`src/rtl/mult_unit.sv`:
```
// Iterative radix-2 shift-add multiplier feeding the HI/LO registers.
// One product bit per cycle; the result lands in HI/LO 33 cycles after the start edge.
module mult_unit #(
   parameter int WIDTH = 32
) (
   input  logic             clk,
   input  logic             reset_n,
   input  logic             start_mult,
   input  logic             mult_sign,
   input  logic [WIDTH-1:0] op_a,
   input  logic [WIDTH-1:0] op_b,
   output logic [WIDTH-1:0] hi,
   output logic [WIDTH-1:0] lo,
   output logic             mult_busy,
   output logic             mult_done
);

   typedef enum logic [1:0] {IDLE, CALC, WRITE} state_t;

   state_t             state_reg;
   logic [WIDTH-1:0]   mcand_reg;
   logic [WIDTH-1:0]   mplier_reg;
   logic [2*WIDTH-1:0] acc_reg;
   logic [5:0]         cnt_reg;
   logic               sign_reg;
   logic               msbx_reg;
   logic [WIDTH-1:0]   hi_reg;
   logic [WIDTH-1:0]   lo_reg;
   logic               busy_reg;
   logic               done_reg;

   logic [1:0][WIDTH-1:0] op_vec;
   logic [1:0][WIDTH-1:0] mag_vec;
   logic                  neg;
   logic [WIDTH:0]        sum_next;
   logic [2*WIDTH-1:0]    acc_next;
   logic [2*WIDTH-1:0]    result_next;

   assign op_vec = {op_b, op_a};

   // Signed operands enter the datapath as unsigned magnitudes; -2^(W-1) maps to 2^(W-1).
   genvar gi;
   generate
      for (gi = 0; gi < 2; gi++) begin : g_mag
         assign mag_vec[gi] = (mult_sign && op_vec[gi][WIDTH-1])
                              ? (~op_vec[gi] + WIDTH'(1))
                              : op_vec[gi];
      end
   endgenerate

   assign neg = sign_reg & msbx_reg;

   always_comb begin
      sum_next    = {1'b0, acc_reg[2*WIDTH-1:WIDTH]}
                    + (mplier_reg[0] ? {1'b0, mcand_reg} : '0);
      // The carry out of the add shifts into the top of the accumulator.
      acc_next    = {sum_next, acc_reg[WIDTH-1:1]};
      result_next = neg ? (~acc_reg + (2*WIDTH)'(1)) : acc_reg;
   end

   always_ff @(posedge clk) begin
      if (!reset_n) begin
         state_reg  <= IDLE;
         mcand_reg  <= '0;
         mplier_reg <= '0;
         acc_reg    <= '0;
         cnt_reg    <= '0;
         sign_reg   <= 1'b0;
         msbx_reg   <= 1'b0;
         hi_reg     <= '0;
         lo_reg     <= '0;
         busy_reg   <= 1'b0;
         done_reg   <= 1'b0;
      end else begin
         done_reg <= 1'b0;
         case (state_reg)
            IDLE: begin
               if (start_mult) begin
                  sign_reg   <= mult_sign;
                  msbx_reg   <= op_a[WIDTH-1] ^ op_b[WIDTH-1];
                  mcand_reg  <= mag_vec[0];
                  mplier_reg <= mag_vec[1];
                  acc_reg    <= '0;
                  cnt_reg    <= '0;
                  busy_reg   <= 1'b1;
                  state_reg  <= CALC;
               end
            end
            CALC: begin
               acc_reg    <= acc_next;
               mplier_reg <= mplier_reg >> 1;
               cnt_reg    <= cnt_reg + 6'd1;
               if (cnt_reg == 6'(WIDTH - 1)) begin
                  state_reg <= WRITE;
               end
            end
            WRITE: begin
               {hi_reg, lo_reg} <= result_next;
               done_reg         <= 1'b1;
               busy_reg         <= 1'b0;
               state_reg        <= IDLE;
            end
            default: begin
               state_reg <= IDLE;
               busy_reg  <= 1'b0;
            end
         endcase
      end
   end

   assign hi        = hi_reg;
   assign lo        = lo_reg;
   assign mult_busy = busy_reg;
   assign mult_done = done_reg;

endmodule

```
`config.mk`:
```
export PLATFORM = sky130hd
export DESIGN_NAME = mult_unit
export DESIGN_NICKNAME = d
export VERILOG_FILES = /design/src/rtl/mult_unit.sv
export SDC_FILE = /design/constraint.sdc
export NUM_CORES = 1
export LEC_CHECK = 0
export CAP_MARGIN = 5
export CELL_PAD_IN_SITES_DETAIL_PLACEMENT = 1
export CELL_PAD_IN_SITES_GLOBAL_PLACEMENT = 1
export CORE_AREA = 2 2 182 148
export CTS_CLUSTER_SIZE = 30
export DETAILED_ROUTE_END_ITERATION = 8
export DIE_AREA = 0 0 184 150
export PLACE_DENSITY_LB_ADDON = 0.2
export SYNTH_ARGS = -nofsm -noshare
export SYNTH_HDL_FRONTEND = slang
export SYNTH_SLANG_ARGS = --single-unit
```
`constraint.sdc`:
```
create_clock -name clk -period 6.7 [get_ports clk]
set_input_delay 1.34 -clock clk [delete_from_list [all_inputs] [get_ports clk]]
set_output_delay 1.34 -clock clk [all_outputs]
set_load 0.1 [all_outputs]
```
==> reports/metrics.csv <==
metric,value,unit
status,completed,
post_cts resized,0,
Hold Crit Depth,2,
DP HPWL,26400,um
R2R depth,11,
Die ar.,27600,sq um
Nets,1634,
Hold Path End,hi[28],
# DRC,0,
LEAKAGE,5.06,nW
PortBufs,133,
actual slew at the worst max-slew pin,1170,ps
grt ovf,0,
Layout area overhead,19.3,%
Top delay family on crit path,simple AND/OR/NAND/NOR gates,
share of post-route cells with drive strength above 1,0.0498,
# setup viols final,0,
critical-path maximum fanout,34,
crit path DAT,4640,ps
maximum VDD drop,167,uV
ys flop type,dfxtp_1,
max reg flops,64,
syn_nets,1565,
Placed Cells incl. Taps,1834,
Mapped Cells,1460,
fillers,3111,
Design Power,0.00293,W
fin cells,1876,
total setup buffers inserted after CTS,0,
Die Y,150,um
CTS tree,yes,
final hold violation count,0,
Post-synth EDFFs,0,
first-pass GRT wire length,58000,um
Max stage delay on crit path,840,ps
clk sink count,204,
H-Tree Depth,1,
drt pass-1 iters,6,
Syn Area/Cell,8.02,sq um
Crit path buffers/inverters,1,
setup TNS,0,ps
core footprint,25900,sq um
critical path's slowest cell,dfxtp_1,
remaining antenna violation count after routing,0,
DR iter-0 viols,670,
Crit. End Element,flop,
Root Driver,clkbuf_16,
Total Wirelength,36800,um
Yosys cell types,70,
post-synthesis sequential area ratio,0.349,
Initial Utilization,0.453,
Startpoint Class,flop,
Mapped Area,11700,sq um
minimum clock period,4180,ps
slew margin rel.,0.219,
"Async S/R FF share, synth",0,
I/O Pins,134,
Final Cycle Share,0.623,
Worst Path Required,7170,ps
reg2reg start,mplier_reg[0],
Worst Slack Setup Final,2520,ps
Seq cells post-synth,204,
routed vias,11200,
worst hold start,hi[28],
Worst Hold Class,flop to flop,
RR Endpoint,acc_reg[57],
Die Span X,184,um
"Clk pin slew, worst setup/hold paths",60,ps
# diodes,0,
Setup WS pre-CTS,2420,ps
register-to-register setup slack,2520,ps
FMAX,239,MHz
total track usage,0.260,
initial antenna violation count,0,
largest net degree at the start of global routing,78,
Worst-Skew Late Latency,530,ps
Wirelength per Cell,19.6,um
setup repair after global routing missed its margin,no,
hold slack final,458,ps
cts bufs inserted,23,
Synth warnings,0,
max cap viols,0,
CTS max path bufs,3,
pwr/cell area,210,nW/um^2
gpl congestion,0.895,
"Cell Chain, Critical Path",and2_1 -> ha_1 -> inv_1 -> fa_1 -> nand2b_1 -> a21oi_1 -> o311ai_0 -> a31oi_1 -> nor2_1 -> or4_1 -> nand3_1,
row count,53,
Layout Skew,19.8,ps
max-slew violation count,0,
via density per instance,5.96,
CTS Hold Bufs,0,
number of global-route vias before repair,10900,
kind of critical path,flop to flop,
## through the flow
stage,utilization,instance area (sq um)
final,0.540,14000
after floorplan,-,11700
after CTS,0.540,14000
after global routing,0.540,14000
after detailed placement,0.509,13200
after global placement,0.509,13200
## routing by layer
| layer | routed length [um] | track usage | vias up |
|---|---|---|---|
| li1 | - | - | 5456 |
| met1 | 18100 | 0.374 | 5394 |
| met2 | 16100 | 0.414 | 292 |
| met3 | 1980 | 0.0372 | 44 |
| met4 | 639 | 0.0552 | 0 |
| met5 | 0 | 0 | - |
## worst register-to-register path: stages (launching register included)
cell,delay (ps)
dfxtp_1,840
and2_1,290
ha_1,220
inv_1,70
fa_1,380
nand2b_1,210
a21oi_1,310
o311ai_0,230
a31oi_1,670
nor2_1,290
or4_1,530
nand3_1,90
## cells in the mapped netlist (3+ instances only)
library cell | count | area [sq um]
nand4_1 | 20 | 125
buf_1 | 15 | 56.3
a2bb2oi_1 | 3 | 26.3
o21ai_0 | 93 | 465
a22o_1 | 30 | 263
o41ai_1 | 10 | 87.6
mux2i_1 | 5 | 50.1
nor4_2 | 3 | 37.5
mux2_2 | 3 | 33.8
clkbuf_1 | 84 | 315
o31ai_1 | 18 | 135
nor3_1 | 27 | 135
inv_1 | 31 | 116
and2_1 | 39 | 244
a311oi_1 | 6 | 52.6
nand2b_1 | 14 | 87.6
a22oi_1 | 13 | 97.6
a222oi_1 | 26 | 260
ha_1 | 36 | 450
a21o_1 | 14 | 105
or4_1 | 13 | 97.6
and3_1 | 10 | 62.6
nor2b_1 | 5 | 31.3
nand2_1 | 118 | 443
or4_4 | 3 | 33.8
o21a_1 | 11 | 82.6
nor4_1 | 13 | 81.3
o211ai_1 | 5 | 37.5
o21bai_1 | 5 | 37.5
xor2_1 | 62 | 543
a31oi_1 | 19 | 119
a21oi_1 | 103 | 515
xnor2_1 | 65 | 569
nand3_1 | 37 | 185
o22ai_1 | 5 | 31.3
or3_1 | 20 | 125
a211oi_1 | 54 | 405
o31a_1 | 4 | 35.0
dfxtp_1 | 204 | 4080
nor2_1 | 174 | 653
## power by group
part	switching (W)	total, W	internal (W)
combinational	0.000193	0.000326	0.000132
clock	0.000524	0.00133	0.000803
sequential	0.0000294	0.00128	0.00125
## how the worst max path moves through the flow
stage	start	endpoint	slack [ps]	depth (start not counted)
after floorplan	op_a[12]	mcand_reg[29]	3160	8
after global placement	reset_n	acc_reg[62]	2450	7
after detailed placement	reset_n	acc_reg[62]	2420	7
after CTS	mplier_reg[0]	acc_reg[57]	2590	11
after global routing	mplier_reg[0]	acc_reg[57]	2240	11
final	mplier_reg[0]	acc_reg[57]	2520	11
## cell type report
cell class,count,area (sq um),area share
clock buffers,32,659,0.0472
clock inverters,10,133,0.00950
inverters,32,121,0.00869
multi-input cells,1123,7130,0.511
flip-flops and latches,204,4080,0.292
well taps,330,413,0.0296
repair buffers,145,1420,0.102
## logic make-up (layout without fill, tap and decap cells)
family | after synthesis | count (layout) | synth area share
simple gates | 513 | 513 | 0.214
compound gates | 438 | 438 | 0.251
flops | 204 | 204 | 0.349
buf+inv | 133 | 219 | 0.0434
xor+xnor | 127 | 127 | 0.0950
fa+ha+maj | 37 | 37 | 0.0402
mux | 8 | 8 | 0.00716
## cell usage in the layout (no fill, tap or decap), types with 18 or more instances in the layout
master           instances
a211oi_1                54
or3_1                   20
nor3_1                  27
o21ai_0                 93
a222oi_1                26
a21oi_1                103
nor2_1                 172
clkbuf_16               23
dfxtp_1                204
clkdlybuf4s50_1        133
xnor2_1                 65
ha_1                    36
nand3_1                 37
a22o_1                  30
inv_1                   31
xor2_1                  62
nand2_1                118
and2_1                  38
o31ai_1                 18
nand4_1                 20
a31oi_1                 19
Power figures use the tool's default switching activity.
